### config.mk
export PLATFORM = sky130hd
export DESIGN_NAME = lm_sm_sequencer
export DESIGN_NICKNAME = d
export VERILOG_FILES = /design/src/rtl/lm_sm_sequencer.sv
export SDC_FILE = /design/constraint.sdc
export NUM_CORES = 1
export LEC_CHECK = 0
export CAP_MARGIN = 20
export CORE_MARGIN = 3
export CORE_UTILIZATION = 38
export CTS_CLUSTER_DIAMETER = 150
export DETAILED_ROUTE_END_ITERATION = 10
export PLACE_DENSITY = 0.77
export SLEW_MARGIN = 20
export SYNTH_ARGS = -nofsm -noshare
export SYNTH_HDL_FRONTEND = slang
export SYNTH_SLANG_ARGS = --single-unit
### constraint.sdc
create_clock -name clk -period 2.2 [get_ports clk]
set_input_delay 0.44 -clock clk [delete_from_list [all_inputs] [get_ports clk]]
set_output_delay 0.44 -clock clk [all_outputs]
set_load 0.005 [all_outputs]
### src/rtl/lm_sm_sequencer.sv
// rtl/lm_sm_sequencer.sv - LM/SM micro-op sequencer between IF/ID and decode
//
// Expands a load-multiple / store-multiple instruction into one single-register
// micro-op per set bit of IR[7:0], issued MSB first (bit 7 = R0 ... bit 0 = R7).
// While a sequence is in flight, PC and IF/ID are held so ir_in stays stable.
//
// Ports:
//   clk            in   rising-edge clock
//   reset          in   asynchronous, active-low reset
//   ir_in[15:0]    in   instruction held in IF/ID
//   ir_valid       in   ir_in is a real instruction
//   stall          in   hazard hold of decode; sequencer freezes
//   flush          in   IF/ID flush; aborts any sequence (wins over stall)
//   ir_out[15:0]   out  instruction presented to decode
//   first_multiple out  ir_out is the first micro-op of an LM/SM
//   last_multiple  out  ir_out is the final micro-op of an LM/SM
//   pc_write       out  PC update enable
//   if_id_write    out  IF/ID load enable
//   busy           out  sequencer is in SEQ
module lm_sm_sequencer #(
  parameter logic [3:0]  OPC_LM = 4'b0110,
  parameter logic [3:0]  OPC_SM = 4'b0111,
  parameter logic [15:0] NOP_IR = 16'hF000
) (
  input  logic        clk,
  input  logic        reset,
  input  logic [15:0] ir_in,
  input  logic        ir_valid,
  input  logic        stall,
  input  logic        flush,
  output logic [15:0] ir_out,
  output logic        first_multiple,
  output logic        last_multiple,
  output logic        pc_write,
  output logic        if_id_write,
  output logic        busy
);

  typedef enum logic {IDLE, SEQ} state_t;

  state_t     state, state_d;
  logic [7:0] rem_mask, rem_mask_d;

  logic [7:0] src;      // register list being worked on this cycle
  logic [7:0] hi;       // one-hot of the highest set bit of src
  logic [7:0] rest;     // src with the issued bit removed
  logic       is_last;
  logic       is_multi;
  logic [15:0] uop;

  always_ff @(posedge clk or negedge reset) begin
    if (!reset) begin
      state    <= IDLE;
      rem_mask <= 8'h00;
    end else begin
      state    <= state_d;
      rem_mask <= rem_mask_d;
    end
  end

  always_comb begin
    src = (state == SEQ) ? rem_mask : ir_in[7:0];
    hi  = 8'h00;
    // Later (higher) indices overwrite earlier ones, so the MSB wins.
    for (int i = 0; i < 8; i++) begin
      if (src[i]) begin
        hi    = 8'h00;
        hi[i] = 1'b1;
      end
    end
    rest     = src & ~hi;
    is_last  = (rest == 8'h00);
    uop      = {ir_in[15:9], 1'b0, hi};
    is_multi = ir_valid && ((ir_in[15:12] == OPC_LM) || (ir_in[15:12] == OPC_SM));
  end

  always_comb begin
    state_d        = state;
    rem_mask_d     = rem_mask;
    ir_out         = ir_in;
    first_multiple = 1'b0;
    last_multiple  = 1'b0;
    pc_write       = 1'b1;
    if_id_write    = 1'b1;
    busy           = 1'b0;

    case (state)
      IDLE: begin
        if (is_multi) begin
          if (src == 8'h00) begin
            ir_out = NOP_IR;
          end else begin
            ir_out         = uop;
            first_multiple = 1'b1;
            if (is_last) begin
              last_multiple = 1'b1;
            end else begin
              pc_write    = 1'b0;
              if_id_write = 1'b0;
              state_d     = SEQ;
              rem_mask_d  = rest;
            end
          end
        end
      end
      SEQ: begin
        busy   = 1'b1;
        ir_out = uop;
        if (is_last) begin
          last_multiple = 1'b1;
          state_d       = IDLE;
          rem_mask_d    = 8'h00;
        end else begin
          pc_write    = 1'b0;
          if_id_write = 1'b0;
          rem_mask_d  = rest;
        end
      end
      default: begin
        state_d    = IDLE;
        rem_mask_d = 8'h00;
      end
    endcase

    // The in-flight micro-op on a flush is discarded downstream; only the
    // sequencer state and the enables need overriding here.
    if (flush) begin
      state_d     = IDLE;
      rem_mask_d  = 8'h00;
      pc_write    = 1'b1;
      if_id_write = 1'b1;
    end else if (stall) begin
      state_d     = state;
      rem_mask_d  = rem_mask;
      pc_write    = 1'b0;
      if_id_write = 1'b0;
    end

    // Outputs follow reset combinationally so they settle before any clock edge.
    if (!reset) begin
      ir_out         = NOP_IR;
      first_multiple = 1'b0;
      last_multiple  = 1'b0;
      pc_write       = 1'b1;
      if_id_write    = 1'b1;
      busy           = 1'b0;
    end
  end

endmodule

==> results.yml, run 1 <==
synth:
  synth_compound_area_share_pct: 34.4
  ys_seq_area_share_pct: 20.5
  synth-seq-cells: 8
  synthArstFlopShare_pct: 100
  yosys-mux-area-fraction_pct: 3.21
  synth_cell_types: 43
  ys_warn_count: 0
  synth-edff-count: 0
  synth-xor-area-share_pct: 0
  syn-cell-area_um2: 976
  synth_ff_type: "dfrtp_1"
  synthCells: 133
  synth_nets: 154
  syn_area_per_cell_um2: 7.34
  synth-simple-area-share_pct: 36.2
  synth_top_family_by_area: "simple AND/OR/NAND/NOR gates"
  synth_fa_ha_area_share_pct: 0
outcome:
  status: "finished with violations"
  violations: "setup timing"
timing:
  hold_viol_final: 0
  drv_slew: 0
  finalClockSkew_ns: 0.000557
  finalSetupViolations: 21
  fmax_mhz: 349
  fin_ws_ns: -0.665
  fin_crit_ns: 2.86
  slew-limit-headroom_pct: 70.2
  tightest_slew_ns: 0.444
  fin_crit_sh_pct: 130
  rsz0062_at_grt: "yes"
route:
  wl_met2_um: 3180
  drtAntennaViolNets: 0
  routedWlPerCell_um: 24.4
  top_layer_used: "met4"
  drc_errors: 0
  first_pass_iters: 5
  routed-wl-met3_um: 575
  wirelength_met1_um: 2360
  wl_um: 6610
  drtIter0Drc: 174
  vias_per_cell: 6.53
  vias: 1769
cells_and_area:
  n_antenna_cell: 0
  final_common_cell: "buf_4"
  fillCellCount: 74
  final_cell_mix: "buf_4, buf_6, nand2_1, clkdlybuf4s50_1, buf_2"
  drive_gt1_share_pct: 59.3
  nets: 266
  fin_area_um2: 2190
  fin_cells: 271
  regArea_um2: 201
  multi_input_area_um2: 955
  area_growth_pct: 125
  utilization_pct: 94.5
worst_setup_path:
  critPathBufInv: 3
  cp_slowest_cell: "dfrtp_2"
  critical_path.most_common_cell: "a21oi_2"
  r2r_start: "state$_DFFE_PN0N_"
  worstPathMaxFanout: 4
  crit_type: "reg2out"
  arrival_ns: 2.42
  crit_required_ns: 1.76
  start_kind: "flop"
  reg2reg_slack_ns: -0.26
  cp-startpoint: "state$_DFFE_PN0N_"
  crit_path_end_kind: "output pin"
  worstPathCellList: "buf_6, mux2i_4, buf_4, o31ai_4, a21oi_2, o22ai_2, a21oi_2, or3b_4, clkbuf_2"
  cp_slowest_stage_delay_ns: 0.46
  crit_family: "compound AO/OA/AOI/OAI gates"
clock_tree:
  cts_buffers: 3
  ctsHoldBuffers: 0
  cts_tree: "built"
  clockBufferDepth: 2
  clock_sinks: 8
  clock_latency_ns: 0.26
  htreeDepth: 1
  cts_root_buf: "clkbuf_4"
  clkTransAtPathRegs_ns: 0.06
die:
  fp-row-count: 17
  die_h_um: 56.7
  start_util_pct: 42.1
  die_x_um: 56.7
  fp.coreArea_um2: 2320
  die-area_um2: 3210
  io_pins: 42
global_routing:
  grt_pass1_wl_um: 9060
  grt_remaining_overflow: 0
  grt_pass1_vias: 1801
  grt_max_degree: 11
  antenna_found_initial: 0
  gr-usage-all-layers_pct: 36.7
min_path:
  hp-class: "in2async"
run:
  drv_cap: 0
power_and_ir_drop:
  irDropWorstVdd_mv: 0.361
  powerDensity_nw_per_um2: 264
  p_leak_uw: 0.000970
place:
  numPlacedInstances: 244
  dpl.hpwl_um: 3240
  port-buffer-count: 41
  gp_congestion: 0.889
  postPlaceCellArea_um2: 1770
## registers in the layout, indices dropped and copies added (netlist names)
name,flops
state,1
rem_mask,7
## synthesized netlist by cell type, drive strengths merged, types with 3 or more instances
master  count  share of area (%)
a211oi      3                2.3
a21boi      5                3.8
a21oi      10                5.1
and2        6                3.8
buf         3                2.3
clkbuf      6                2.3
dfrtp       8                 21
inv         3                1.2
nand2      12                4.6
nand2b      5                3.2
nand3       4                2.1
nor2       11                4.2
nor2b       3                1.9
nor3        4                2.1
o211ai      6                5.1
o21ai      13                6.7
o22ai       5                3.2
## final cells by class
class | instances | share of cell area (%)
timing repair buffer | 116 | 44.1
multi-input combinational | 113 | 43.6
sequential | 8 | 9.19
tap | 28 | 1.60
clock buffer | 3 | 1.03
inverter | 3 | 0.514
## kinds of logic after synthesis
logic type      after synthesis
mux                           3
simple gates                 60
buf+inv                      12
flops                         8
compound gates               50
## metal layers
| metal | GRT usage [%] | vias to the layer above |
|---|---|---|
| li1 | - | 722 |
| met1 | 38.4 | 847 |
| met2 | 64.0 | 144 |
| met3 | 10.6 | 56 |
| met4 | 21.7 | 0 |
| met5 | 0 | - |
## worst paths after layout
path,end,depth (start not counted)
setup / recovery,if_id_write,9
hold / removal,state$_DFFE_PN0N_,2
setup reg to reg,rem_mask[5]$_DFFE_PN0P_,12
hold reg to reg,rem_mask[4]$_DFFE_PN0P_,3
max in group asynchronous,rem_mask[2]$_DFFE_PN0P_,2
min in group clk,rem_mask[4]$_DFFE_PN0P_,3
## repair_timing
action                                 CTS  global route
pin swaps                               35            16
gates resized for setup                130            34
endpoints found under the hold margin    0             0
buffers inserted                        18            10
setup endpoints to repair               28            23
## metrics by stage
| step | hold WS, ns | TNS (ns) | worst slack, ns | power [µW] |
|---|---|---|---|---|
| after CTS | 0.385 | -6.45 | -0.649 | 519 |
| final | 0.414 | -8.72 | -0.665 | 579 |
| after detailed placement | 0.698 | -16.88 | -1.03 | 375 |
| after global routing | 0.408 | -10.12 | -0.747 | 602 |
| after global placement | 0.668 | -15.17 | -0.939 | 367 |
| after floorplan | 0.144 | -0.257 | -0.0963 | 230 |
## power by group
| group | switching (µW) | total [µW] | leakage, µW | internal [µW] |
|---|---|---|---|---|
| sequential | 3.53 | 153 | 0.000110 | 150 |
| clock | 60.0 | 123 | 0.0000138 | 63.1 |
| combinational | 146 | 303 | 0.000846 | 157 |
Power figures use the tool's default switching activity.
==> run 2: changes to the inputs <==
Settings changed: REMOVE_ABC_BUFFERS set to 1.
==> run 2 against run 1 <==
Compared with the run above: the flow now stops in global routing (5_1_grt); area after synthesis did not move; synthesized cell count is the same.
==> results.yml, run 2 <==
clock_tree:
  cts_buffers: 3
  clock_sinks: 8
  cts_root_buf: "clkbuf_4"
  clockBufferDepth: 2
  htreeDepth: 1
  ctsHoldBuffers: 0
global_routing:
  grt_max_degree: 11
synth:
  yosysTopAreaCell: "dfrtp_1"
  yosysMostFrequentCell: "o21ai_0"
  syn_area_per_cell_um2: 7.34
  ys_warn_count: 0
  synthCells: 133
  syn-cell-area_um2: 976
  synth_ff_type: "dfrtp_1"
  synth-edff-count: 0
  synth_cell_types: 43
  synth_area_leaders: "dfrtp_1, o21ai_0, a21oi_1"
  synth.top_cell.area_share_pct: 20.5
  synth-seq-cells: 8
  synth_top_cells_by_count: "o21ai_0, nand2_1, nor2_1"
  ys_seq_area_share_pct: 20.5
  synthArstFlopShare_pct: 100
place:
  pre_cts_ws_ns: -1.12
  gp_congestion: 0.945
  port-buffer-count: 41
  numPlacedInstances: 242
  dpl.hpwl_um: 3140
timing:
  grt_repair_worst_endpoint: "pc_write"
  worst_endpoint_kind: "output port"
die:
  io_pins: 42
  start_util_pct: 42.1
  fp-row-count: 17
  die_x_um: 56.7
  die_h_um: 56.7
outcome:
  tool.error: "[ERROR DPL-0038] Utilization greater than 100%, impossible to legalize"
  stop_stage: "global routing (5_1_grt)"
  status: "did not finish"
==> run 2: cell counts after synthesis <==
Identical to the previous run, type by type.
==> run 2: metrics by stage <==
step | hold slack [ns] | area [µm²] | util, %
floorplan | 0.144 | 931 | -
global placement | 0.550 | 1760 | 75.8
detailed placement | 0.586 | 1760 | 75.8
CTS | 0.347 | 2170 | 93.6
==> run 2: cell families after synthesis <==
family                 Yosys count  synth area share (%)
flip-flops                       8                  20.5
buffers and inverters           12                  5.77
multiplexers                     3                  3.21
AO/OA/AOI/OAI                   50                  34.4
AND/OR/NAND/NOR                 60                  36.2
==> run 2: what timing repair did <==
item,4_1_cts
setup buffers,28
gates cloned,0
pin swaps,31
resized for setup,144
setup endpoints to repair,27
==> run 3: changes to the inputs <==
Settings changed: CORE_AREA set to 3 3 64 66, CORE_MARGIN 3 to not set, CORE_UTILIZATION 38 to not set, CTS_CLUSTER_DIAMETER 150 to not set, DIE_AREA set to 0 0 67 69, PLACE_DENSITY 0.77 to not set, PLACE_DENSITY_LB_ADDON set to 0.15.
Clock period 2.2 ns to 2.86 ns, I/O delays scaled along.
==> run 3 against run 2 <==
Compared with the run above: the flow now finishes without violations.
==> results.yml, run 3 (synthesis gave the netlist of run 1 again) <==
outcome:
  status: "completed"
clock_tree:
  cts_buffers: 3
  clkTransAtPathRegs_ns: 0.04
  ctsHoldBuffers: 0
  clockBufferDepth: 2
  clock_latency_ns: 0.22
  htreeDepth: 1
  cts_tree: "built"
  cts_root_buf: "clkbuf_8"
  clock_sinks: 8
die:
  fp.coreArea_um2: 3630
  start_util_pct: 26.9
  die_h_um: 69
  die-area_um2: 4620
  fp-row-count: 22
  die_x_um: 67
  io_pins: 42
power_and_ir_drop:
  powerDensity_nw_per_um2: 222
  p_leak_uw: 0.000855
  p_total_uw: 433
  irDropWorstVdd_mv: 0.257
worst_setup_path:
  critPathBufInv: 4
  critical_path.most_common_cell: "buf_4"
  worstPathCellList: "clkdlybuf4s15_2, nor4_4, buf_4, buf_4, o31ai_4, a21oi_2, o22ai_2, a21oi_1, or3b_4, buf_2"
  cp_slowest_stage_delay_ns: 0.37
  crit_family: "compound AO/OA/AOI/OAI gates"
  arrival_ns: 2.27
  cp_slowest_cell: "or3b_4"
  crit_type: "in2out"
  start_kind: "input pin"
  reg2reg_slack_ns: 0.36
  worstPathMaxFanout: 3
  crit_path_end_kind: "output pin"
  crit_required_ns: 2.29
global_routing:
  grt_pass1_vias: 1421
  grt_max_degree: 14
  grt_pass1_wl_um: 6640
  gr-usage-all-layers_pct: 18.1
  grt_remaining_overflow: 0
  antenna_found_initial: 0
cells_and_area:
  final_cell_mix: "buf_4, clkdlybuf4s50_1, nand2_1, o21ai_0, nor2_1"
  largest_register: "rem_mask"
  fillCellCount: 359
  n_antenna_cell: 0
  area_growth_pct: 100
  top_regs: "rem_mask x7, state x1"
  largest_register_ffs: 7
  final_common_cell: "buf_4"
  drive_gt1_share_pct: 44.1
  fin_area_um2: 1950
  utilization_pct: 53.8
  nets: 252
  fin_cells: 277
timing:
  finalSetupViolations: 0
  fmax_mhz: 352
  drv_slew: 0
  finalClockSkew_ns: 0.000875
  fin_crit_sh_pct: 99.4
  rsz0062_at_grt: "yes"
  slew-limit-headroom_pct: 78.0
  hold_viol_final: 0
  fin_crit_ns: 2.84
  tightest_slew_ns: 0.327
place:
  port-buffer-count: 41
  gp_congestion: 0.936
  postPlaceCellArea_um2: 1720
  dpl.hpwl_um: 2970
  numPlacedInstances: 254
run:
  drv_cap: 0
route:
  wl_um: 4060
  drtAntennaViolNets: 0
  first_pass_iters: 4
  drc_errors: 0
  routedWlPerCell_um: 14.7
  vias: 1354
  vias_per_cell: 4.89
  drtIter0Drc: 58
min_path:
  hp-class: "reg2reg"
## run 3: tightest hold or removal path, cell delays in order (launching register included)
cell,delay [ns]
dfrtp_1,0.39
o21ai_0,0.08
o22ai_1,0.08
## run 3: final timing paths
path | start | to | cells after the start
hold reg to reg | rem_mask[0]$_DFFE_PN0P_ | rem_mask[0]$_DFFE_PN0P_ | 2
max in group asynchronous | reset | rem_mask[4]$_DFFE_PN0P_ | 2
min in group asynchronous | reset | state$_DFFE_PN0N_ | 2
setup reg to reg | state$_DFFE_PN0N_ | rem_mask[2]$_DFFE_PN0P_ | 11
setup / recovery | ir_in[5] | pc_write | 10
hold / removal | rem_mask[0]$_DFFE_PN0P_ | rem_mask[0]$_DFFE_PN0P_ | 2
## run 3: metrics by stage
stage                     setup slack [ns]  setup TNS, ns  hold WS, ns
after global routing               -0.0714         -0.159        0.634
after CTS                          0.00349              0        0.604
after floorplan                     0.0991              0        0.276
after global placement              -0.618          -6.86        0.581
after detailed placement            -0.682          -7.62        0.591
final                               0.0184              0        0.602
## run 3: cell type report
| class | instances | area, µm² | area share, % |
|---|---|---|---|
| Tap cell | 48 | 60.1 | 3.07 |
| Sequential cell | 8 | 201 | 10.3 |
| Timing Repair Buffer | 102 | 826 | 42.3 |
| Multi-Input combinational cell | 113 | 813 | 41.6 |
| Clock buffer | 3 | 41.3 | 2.11 |
| Inverter | 3 | 11.3 | 0.577 |
## run 3: power by group
part / internal, µW / switching [µW]
clock network: 91.1 / 43.0
logic: 104 / 76.7
registers: 116 / 2.45
total: 311 / 122
## run 3: routing by layer
layer	routed length (µm)	up-vias	global-route usage, %
met5	0	-	0
met4	16	0	2.03
met3	174	2	3.26
met2	2160	32	33.6
met1	1710	634	21.6
li1	-	686	-
## run 3: timing repair
action / CTS / global route
gates resized for setup: 60 / 24
pin swaps: 13 / 7
setup buffers: 16 / 4
setup endpoints to repair: 15 / 12
